### config.mk
export PLATFORM = sky130hd
export DESIGN_NAME = uart_rx_fifo
export DESIGN_NICKNAME = d
export VERILOG_FILES = /design/src/rtl/uart_pkg.sv /design/src/rtl/sync_fifo.sv /design/src/rtl/uart_rx_fifo.sv
export SDC_FILE = /design/constraint.sdc
export NUM_CORES = 1
export LEC_CHECK = 0
export ABC_AREA = 1
export BUFFER_PORTS_ARGS = -buffer_cell sky130_fd_sc_hd__buf_4
export CAP_MARGIN = 20
export CORE_ASPECT_RATIO = 1.5
export CORE_MARGIN = 10
export CORE_UTILIZATION = 54
export DETAILED_ROUTE_END_ITERATION = 7
export PLACE_DENSITY = 0.82
export SLEW_MARGIN = 20
export SYNTH_ARGS = -nofsm -noshare
export SYNTH_HDL_FRONTEND = slang
export SYNTH_HIERARCHICAL = 1
export SYNTH_SLANG_ARGS = --single-unit
### constraint.sdc
create_clock -name clk -period 2.2 [get_ports clk]
set_input_delay 0.66 -clock clk [delete_from_list [all_inputs] [get_ports clk]]
set_output_delay 0.66 -clock clk [all_outputs]
set_load 0.01 [all_outputs]
### src/rtl/uart_pkg.sv
// Shared definitions for the UART receiver: receive-state encoding,
// oversampling constants and the baud-tick divider calculation.
package uart_pkg;

    typedef enum logic [1:0] {
        ST_IDLE,
        ST_START,
        ST_DATA,
        ST_STOP
    } rx_state_e;

    localparam int OVERSAMPLE = 16;
    localparam int MID_SAMPLE = 7;

    // Clock cycles per oversample tick, integer floor; never below 1.
    function automatic int calc_div(input int clk_freq, input int baud);
        int div;
        div = clk_freq / (baud * OVERSAMPLE);
        return (div < 1) ? 1 : div;
    endfunction

endpackage

### src/rtl/sync_fifo.sv
// Synchronous circular FIFO with show-ahead output. Pointers carry one
// extra wrap bit so full and empty are distinguishable. A push while full
// is dropped (and flagged) unless a pop frees a slot in the same cycle.
module sync_fifo #(
    parameter int DATA_W = 8,
    parameter int DEPTH  = 4
) (
    input  logic              clk,
    input  logic              reset,
    input  logic              push,
    input  logic              pop,
    input  logic [DATA_W-1:0] din,
    output logic [DATA_W-1:0] dout,
    output logic              empty,
    output logic              full,
    output logic              drop
);

    localparam int AW = $clog2(DEPTH);

    logic [AW:0]       wr_ptr_q, wr_ptr_d;
    logic [AW:0]       rd_ptr_q, rd_ptr_d;
    logic [DATA_W-1:0] mem_q [DEPTH];
    logic              do_push;
    logic              do_pop;

    // Status flags, accepted operations and next pointer values.
    always_comb begin
        empty    = (wr_ptr_q == rd_ptr_q);
        full     = (wr_ptr_q[AW] != rd_ptr_q[AW]) &&
                   (wr_ptr_q[AW-1:0] == rd_ptr_q[AW-1:0]);
        do_pop   = pop && !empty;
        do_push  = push && (!full || do_pop);
        drop     = push && full && !do_pop;
        wr_ptr_d = wr_ptr_q + (AW+1)'(do_push);
        rd_ptr_d = rd_ptr_q + (AW+1)'(do_pop);
        dout     = empty ? '0 : mem_q[rd_ptr_q[AW-1:0]];
    end

    // Pointer registers; only control state is reset.
    always_ff @(posedge clk) begin
        if (reset) begin
            wr_ptr_q <= '0;
            rd_ptr_q <= '0;
        end else begin
            wr_ptr_q <= wr_ptr_d;
            rd_ptr_q <= rd_ptr_d;
        end
    end

    // Storage write; contents are don't-care while the slot is unoccupied.
    always_ff @(posedge clk) begin
        if (do_push) begin
            mem_q[wr_ptr_q[AW-1:0]] <= din;
        end
    end

endmodule

### src/rtl/uart_rx_fifo.sv
// 8N1 UART receiver with 16x oversampling feeding a small show-ahead FIFO.
// The line is synchronised, sampled mid-bit by a tick-driven FSM, and good
// bytes are pushed into the FIFO the cycle after the stop-bit sample.
module uart_rx_fifo
    import uart_pkg::*;
#(
    parameter int CLK_FREQ   = 100_000_000,
    parameter int BAUD       = 9600,
    parameter int FIFO_DEPTH = 4
) (
    input  logic       clk,
    input  logic       reset,
    input  logic       rx,
    input  logic       rd_en,
    output logic [7:0] rx_data,
    output logic       rx_done,
    output logic       fifo_full,
    output logic       frame_err,
    output logic       overrun
);

    localparam int DIV = calc_div(CLK_FREQ, BAUD);
    localparam int TW  = (DIV > 1) ? $clog2(DIV) : 1;

    localparam logic [TW-1:0] TICK_LAST = TW'(DIV - 1);
    localparam logic [3:0]    SCNT_MID  = 4'(MID_SAMPLE);
    localparam logic [3:0]    SCNT_LAST = 4'(OVERSAMPLE - 1);

    logic          rx_meta_q, rx_meta_d;
    logic          rx_s_q, rx_s_d;
    logic [TW-1:0] tcnt_q, tcnt_d;
    logic          tick;
    rx_state_e     state_q, state_d;
    logic [3:0]    scnt_q, scnt_d;
    logic [2:0]    bcnt_q, bcnt_d;
    logic [7:0]    shift_q, shift_d;
    logic          push;
    logic          frame_err_q, frame_err_d;
    logic          overrun_q, overrun_d;
    logic          fifo_empty;
    logic          fifo_drop;

    // Two-stage synchroniser path and free-running tick divider.
    always_comb begin
        rx_meta_d = rx;
        rx_s_d    = rx_meta_q;
        tick      = (tcnt_q == TICK_LAST);
        tcnt_d    = tick ? '0 : tcnt_q + TW'(1);
    end

    // Synchroniser (idles high) and tick counter registers.
    always_ff @(posedge clk) begin
        if (reset) begin
            rx_meta_q <= 1'b1;
            rx_s_q    <= 1'b1;
            tcnt_q    <= '0;
        end else begin
            rx_meta_q <= rx_meta_d;
            rx_s_q    <= rx_s_d;
            tcnt_q    <= tcnt_d;
        end
    end

    // Receive FSM state register.
    always_ff @(posedge clk) begin
        if (reset) begin
            state_q <= ST_IDLE;
        end else begin
            state_q <= state_d;
        end
    end

    // Receive FSM next-state logic; a high line at mid start bit is a glitch.
    always_comb begin
        state_d = state_q;
        case (state_q)
            ST_IDLE:  if (!rx_s_q) state_d = ST_START;
            ST_START: if (tick && scnt_q == SCNT_MID)
                          state_d = rx_s_q ? ST_IDLE : ST_DATA;
            ST_DATA:  if (tick && scnt_q == SCNT_LAST && bcnt_q == 3'd7)
                          state_d = ST_STOP;
            ST_STOP:  if (tick && scnt_q == SCNT_LAST) state_d = ST_IDLE;
            default:  state_d = ST_IDLE;
        endcase
    end

    // Receive FSM outputs: push a good byte or flag a low stop bit.
    always_comb begin
        push        = 1'b0;
        frame_err_d = 1'b0;
        if (state_q == ST_STOP && tick && scnt_q == SCNT_LAST) begin
            push        = rx_s_q;
            frame_err_d = !rx_s_q;
        end
        overrun_d = fifo_drop;
    end

    // Sample and bit counters plus the LSB-first shift register.
    always_comb begin
        scnt_d  = scnt_q;
        bcnt_d  = bcnt_q;
        shift_d = shift_q;
        case (state_q)
            ST_IDLE: begin
                scnt_d = '0;
                bcnt_d = '0;
            end
            ST_START: begin
                if (tick) scnt_d = (scnt_q == SCNT_MID) ? '0 : scnt_q + 4'd1;
            end
            ST_DATA: begin
                if (tick) begin
                    scnt_d = scnt_q + 4'd1;
                    if (scnt_q == SCNT_LAST) begin
                        shift_d = {rx_s_q, shift_q[7:1]};
                        bcnt_d  = bcnt_q + 3'd1;
                    end
                end
            end
            ST_STOP: begin
                if (tick) scnt_d = scnt_q + 4'd1;
            end
            default: begin
                scnt_d = '0;
                bcnt_d = '0;
            end
        endcase
    end

    // Counter and flag registers; the shift register holds data only.
    always_ff @(posedge clk) begin
        if (reset) begin
            scnt_q      <= '0;
            bcnt_q      <= '0;
            frame_err_q <= 1'b0;
            overrun_q   <= 1'b0;
        end else begin
            scnt_q      <= scnt_d;
            bcnt_q      <= bcnt_d;
            frame_err_q <= frame_err_d;
            overrun_q   <= overrun_d;
        end
        shift_q <= shift_d;
    end

    sync_fifo #(
        .DATA_W (8),
        .DEPTH  (FIFO_DEPTH)
    ) u_fifo (
        .clk   (clk),
        .reset (reset),
        .push  (push),
        .pop   (rd_en),
        .din   (shift_q),
        .dout  (rx_data),
        .empty (fifo_empty),
        .full  (fifo_full),
        .drop  (fifo_drop)
    );

    assign rx_done   = !fifo_empty;
    assign frame_err = frame_err_q;
    assign overrun   = overrun_q;

endmodule

; ---- Yosys cells after proc, flatten, opt, wreduce, memory -nomap -nowiden
; Memory sizes are Yosys's and may differ from the RTL's. A register that Yosys moved wholly into a read port is not among the register bits.
; Index checks and enable logic that the tools add are counted.
[word_totals]
ff_bits = 37
mem_bits_rw = 32
output_inout_bits = 12
mem_count = 1
[classes]
n_addsub = 5
eq_ne = 18
n_mux = 18
n_bitwise = 1
reduce_logical = 24
[memory_table]
columns = memory, words, width, rd, rd_clocked_by_memory_dff, write_ports, line_no
row1 = u_fifo.mem_q, 4, 8, 1, 1, 1, sync_fifo.sv:23  ; logic [DATA_W-1:0] mem_q [DEPTH];
[op_table]
columns = op, n
row1 = inequality test 2 bit (second input constant), 7
row2 = two-way mux 2 bit, 6
row3 = two-way mux 4 bit, 3
row4 = case mux 4 bit (3 select lines), 1
row5 = adder 10 x 1 -> 10 bit (second input constant), 1
row6 = == test 10 bit (second input constant), 1
row7 = logical AND 1 bit, 10
row8 = two-way mux 8 bit, 1
row9 = case mux 2 bit (4 select lines), 1
row10 = adder 3 x 1 -> 3 bit, 2
row11 = two-way mux 3 bit, 2
row12 = case mux 3 bit (2 select lines), 1
row13 = AND reduction 3 bit, 2
row14 = OR reduction 2 bit, 3
row15 = adder 4 x 1 -> 4 bit (second input constant), 1
row16 = == test 2 bit (second input constant), 2
row17 = == test 4 x 3 -> 1 bit (second input constant), 1
row18 = == test 4 bit (second input constant), 1
row19 = zero test 1 bit, 4
row20 = AND reduction 4 bit, 1
row21 = adder 3 x 1 -> 3 bit (second input constant), 1
row22 = == test 3 bit, 1
row23 = == test 3 bit (second input constant), 1
row24 = two-way mux 1 bit, 3
row25 = other kinds (9), 9

; ---- Depth between registers and ports, before layout
[logic_depth]
word_depth = 7
depth_mapped = 14
ltp_nobuf = 14

; ---- Modules after synthesis
; Netlist, hierarchy kept.
[by_module_without_submodules]
columns = mod, instances, cells_each, area_each_um2, seq_area_each_um2
row1 = sync_fifo, 1, 148, 1686.6, 1081.0
row2 = uart_rx_fifo, 1, 157, 1395.1, 700.7

; ---- Least setup slack after synthesis
; OpenSTA, ideal clock, no wires.
[synth_timing]
kind = flip-flop to flip-flop
start = reg tcnt_q[0]
end = mem u_fifo.mem_q[1][0] (enable)
setup_ps = 339
t_arrival_ps = 1751
required_ps = 1861
slack_ps = 110
path_stages_with_launch = 11
path_buffers = 0
period_less_slack_ps = 2090
path_cell_list = dfxtp_1 inv_1 ha_1 nand2_1 nor2_4 inv_2 nor4_4 nand4_1 nor2_1 nand2_4 nor2_2
[synth_via]
elab_chain_cells = 7
[synth_lines]
columns = item, line_no
row1 = start: declaration, uart_rx_fifo.sv:31  ; logic [TW-1:0] tcnt_q, tcnt_d;
row2 = start signal: assignment, uart_rx_fifo.sv:60  ; tcnt_q <= tcnt_d;
row3 = == test 10 bit, uart_rx_fifo.sv:47  ; tick = (tcnt_q == TICK_LAST);
row4 = logical AND 1 bit (2 in a row), uart_rx_fifo.sv:91  ; if (state_q == ST_STOP && tick && scnt_q == SCNT_LAST) begin
row5 = two-way mux 1 bit, uart_rx_fifo.sv:91
row6 = via push, uart_rx_fifo.sv:37  ; logic push;
row7 = logical AND 1 bit, sync_fifo.sv:33  ; do_push = push && (!full || do_pop);
row8 = two-way mux 1 bit, sync_fifo.sv:53  ; if (do_push) begin
row9 = two-way mux 1 bit (implied by the code), sync_fifo.sv:54  ; mem_q[wr_ptr_q[AW-1:0]] <= din;
row10 = end: declaration, sync_fifo.sv:23
; The timed path passes the listed nets, and every way through them passes these cells.

; ---- Final worst setup path
[layout_timing]
start = reg u_fifo.rd_ptr_q[0]
end = out rx_data[6]
[layout_via]
elab_chain_cells = 2
[layout_lines]
columns = item, line_no
row1 = start: declaration, sync_fifo.sv:22  ; logic [AW:0] rd_ptr_q, rd_ptr_d;
row2 = start signal: assignment, sync_fifo.sv:47  ; rd_ptr_q <= rd_ptr_d;
row3 = == test 3 bit, sync_fifo.sv:29  ; empty = (wr_ptr_q == rd_ptr_q);
row4 = two-way mux 8 bit, sync_fifo.sv:37  ; dout = empty ? '0 : mem_q[rd_ptr_q[AW-1:0]];
row5 = end: declaration, uart_rx_fifo.sv:15  ; output logic [7:0] rx_data,
; No other way between the ends.

==> metrics.json <==
{
  "run_status": "complete, no violations",
  "wl_per_cell_um": 13.3,
  "worst_path_max_delay_cell": "sky130_fd_sc_hd__dfxtp_4",
  "dp.cells": 394,
  "overflow": 0,
  "synth_most_common_cell": "sky130_fd_sc_hd__nor2_1",
  "final_cell_area_sq_um": 3550,
  "worst_vdd_ir_mv": 0.351,
  "crit_required_ns": 1.54,
  "weighted_congestion_reported_at_the_end_of_routability_driven_placement": 0.816,
  "final-max-slew-violation-count": 0,
  "dr.first_iter.drc_count": 110,
  "grt_max_degree": 17,
  "relSlewSlack_pct": 73.5,
  "worst_hold_path_type": "reg2reg",
  "hp-start": "rx_meta_q",
  "synth_top_area_share_pct": 39.0,
  "synth_enable_flop_cells": 40,
  "max_freq_mhz": 464,
  "cts_buffers": 9,
  "asyncSetResetFlopFracSynth_pct": 0,
  "leakagePower_nw": 1.41,
  "final-hold-violation-count": 0,
  "switch_pwr_w": 0.000552,
  "avg_vias_per_cell": 5.04,
  "internal-power_w": 0.00192,
  "syn_nets": 318,
  "synth_top_cells_by_area": "sky130_fd_sc_hd__edfxtp_1, sky130_fd_sc_hd__dfxtp_1, sky130_fd_sc_hd__nor2_1, sky130_fd_sc_hd__inv_1, sky130_fd_sc_hd__nand2_1",
  "final.min_clock_period_ns": 2.15,
  "finalCritPeriodShare_pct": 97.9,
  "grt_first_pass_wirelength_um": 9230,
  "syn2layout_area_growth_pct": 15.2,
  "core-area_sq_um": 5490,
  "tritoncts_clock_tree": "yes",
  "synth_common_cells": "sky130_fd_sc_hd__nor2_1, sky130_fd_sc_hd__edfxtp_1, sky130_fd_sc_hd__inv_1, sky130_fd_sc_hd__nand2_1, sky130_fd_sc_hd__dfxtp_1",
  "muxShareOfSynthArea_pct": 0,
  "floorplan.die.width_um": 81.7,
  "clock_sink_count": 69,
  "synth-warning-count": 6,
  "worst_setup_sp_type": "flop",
  "cellPowerDensity_nw_per_um2": 696,
  "switching_part_of_the_total_power_pct": 22.3,
  "htree_levels": 3,
  "origin_of_the_worst_setup_path": "u_fifo/rd_ptr_q[0]",
  "power.clock.fraction_pct": 40.2,
  "floorplan.die_area_sq_um": 9190,
  "drtAntennaViolNets": 0,
  "cpPeakStageDelay_ns": 0.39,
  "cp-end-kind": "output pin",
  "post_route_cells_drive_above_1_share_pct": 24.6,
  "setup_total_negative_slack_ns": 0,
  "fill_cells": 435,
  "setup_viol": 0,
  "ys_types": 33,
  "cts.root.buffer_cell": "sky130_fd_sc_hd__clkbuf_8",
  "ff_latch_area_sq_um": 1790,
  "grt_util_all_layers_pct": 12.8,
  "ios": 16,
  "skew_ns": 0.00400,
  "first_global_vias": 2053,
  "critPathKind": "reg2out",
  "syn-instance-count": 305,
  "r2r_cells": 11,
  "antenna_cells_inserted": 0,
  "critPathArrivalTime_ns": 1.49,
  "port-buffer-count": 15,
  "multi_input_comb_area_sq_um": 1110,
  "pwr-share-seq_pct": 55.8,
  "worstHoldPathCells": 1,
  "tightest_slew_ns": 0.394,
  "ys_seq_elements": 69,
  "hold_buffers": 0,
  "antenna_violations_before_repair": 0,
  "synth.largest_area_cell": "sky130_fd_sc_hd__edfxtp_1",
  "worst_skew_pair.late_latency_ns": 0.34,
  "synth_area_sq_um": 3080,
  "route.final.wire_length_um": 5470,
  "post_synth.cell_area_avg_sq_um": 10.1,
  "crit-reg2reg-launch": "scnt_q[0]",
  "yosys.area_share.xor_xnor_pct": 1.46,
  "crit_path_max_fanout": 8,
  "design_power_total_w": 0.00247,
  "detailroute.via_count": 2075,
  "clock_tree.buffer_depth": 2,
  "maxCapViolations": 0,
  "post-route-drc-count": 0,
  "clk_transition_reported_paths_ns": 0.07,
  "comb_power_share_pct": 4.0,
  "synth_compound_area_share_pct": 8.04,
  "critical-path-top-cell-by-count": "sky130_fd_sc_hd__buf_4",
  "drt-pass1-iter-count": 4,
  "synth_flop_cell": "sky130_fd_sc_hd__edfxtp_1",
  "yosysSeqAreaShare_pct": 57.8,
  "num_rows": 33,
  "floorplan.initialDensity_pct": 56.1,
  "post_placement_cell_area_sq_um": 3310,
  "hpwl_um": 4000,
  "finalNetCount": 350,
  "main_combinational_cell_family_by_area_after_synthesis": "simple AND/OR/NAND/NOR gates",
  "die_h_um": 113,
  "crit_path_cell_trace": "buf_4 > o21ai_0 > o22ai_1 > nand2_1 > inv_1 > buf_4",
  "layoutNonFillerInstCount": 412,
  "synthSimpleGateAreaFrac_pct": 21.9,
  "synth_fa_ha_area_share_pct": 3.65
}
[power groups by stage]
stage | combinational [W] | sequential (W) | clock, W
finish | 0.0000994 | 0.00138 | 0.000993
CTS | 0.0000989 | 0.00138 | 0.00102
global placement | 0.0000931 | 0.00141 | 0
floorplan | 0.0000753 | 0.00140 | 0
global route | 0.000119 | 0.00138 | 0.00108
detailed placement | 0.0000984 | 0.00141 | 0
[through the flow]
stage	hold WS, ns	worst slack, ns	utilization, %
2_1_floorplan	0.389	0.110	-
3_3_place_gp	0.393	0.139	60.2
3_5_place_dp	0.392	0.0518	60.2
4_1_cts	0.417	0.0161	64.0
5_1_grt	0.445	-0.000471	64.7
6_report	0.417	0.0468	64.7
[final timing paths]
check | endpoint | slack [ns]
worst min register to register | rx_s_q | 0.42
worst max-delay path | rx_data[6] | 0.05
worst max register to register | u_fifo/wr_ptr_q[2] | 0.15
worst min-delay path | rx_s_q | 0.42
[what timing repair did]
action,in CTS,in global routing
buffers inserted,0,1
cloned,0,1
hold endpoints to repair,0,0
pin swaps,0,7
resized for setup,4,9
setup endpoints to repair,9,43
[state kept, by name, summed over array words and instances (netlist names), named ones only]
register,cells
shift_q,8
u_fifo/mem_q,32
u_fifo/wr_ptr_q,3
scnt_q,4
bcnt_q,3
rx_meta_q,1
overrun,1
rx_s_q,1
u_fifo/rd_ptr_q,3
tcnt_q,10
state_q,1
frame_err,1
[final cells by class]
class	count	share of cell area (%)
Timing Repair Buffer	26	5.50
Inverter	44	4.79
Multi-Input combinational cell	187	31.2
Sequential cell	69	50.5
Clock buffer	9	3.49
Tap cell	70	2.47
Clock inverter	7	2.08
[worst max-delay path, delay by kind of cell, from the launching register on]
kind | cells | cell delay [ns]
compound gates | 2 | 0.33
buf+inv | 3 | 0.36
flops | 1 | 0.39
simple gates | 1 | 0.08
[kinds of logic (layout without fill, tap and decap cells)]
logic type / after synthesis / count (layout)
AND/OR/NAND/NOR: 127 / 128
buffers and inverters: 50 / 86
XOR/XNOR: 3 / 3
adder cells (fa/ha/maj): 9 / 9
AO/OA/AOI/OAI: 47 / 47
flip-flops: 69 / 69
[per-layer routing]
metal	GRT usage, %	vias to the layer above	routed length (um)
li1	-	1081	-
met1	12.9	957	2090
met2	22.6	26	3030
met3	3.91	11	213
met4	6.72	0	134
met5	0	-	0
[cell usage in the layout (no fill, tap or decap), types with 3 or more instances in the layout]
master and instances:
sky130_fd_sc_hd__a21oi_1 14, sky130_fd_sc_hd__buf_4 26, sky130_fd_sc_hd__clkbuf_8 9, sky130_fd_sc_hd__dfxtp_1 24, sky130_fd_sc_hd__dfxtp_2 3, sky130_fd_sc_hd__edfxtp_1 40, sky130_fd_sc_hd__ha_1 8, sky130_fd_sc_hd__inv_1 39
sky130_fd_sc_hd__inv_2 3, sky130_fd_sc_hd__nand2_1 37, sky130_fd_sc_hd__nand2_2 6, sky130_fd_sc_hd__nand3_1 13, sky130_fd_sc_hd__nand4_1 3, sky130_fd_sc_hd__nor2_1 41, sky130_fd_sc_hd__nor2_2 6, sky130_fd_sc_hd__nor2_4 3
sky130_fd_sc_hd__nor3_1 4, sky130_fd_sc_hd__o21ai_0 20, sky130_fd_sc_hd__o21ai_1 4, sky130_fd_sc_hd__o22ai_1 8, sky130_fd_sc_hd__or2_2 3
(Power assumes the default switching activity.)
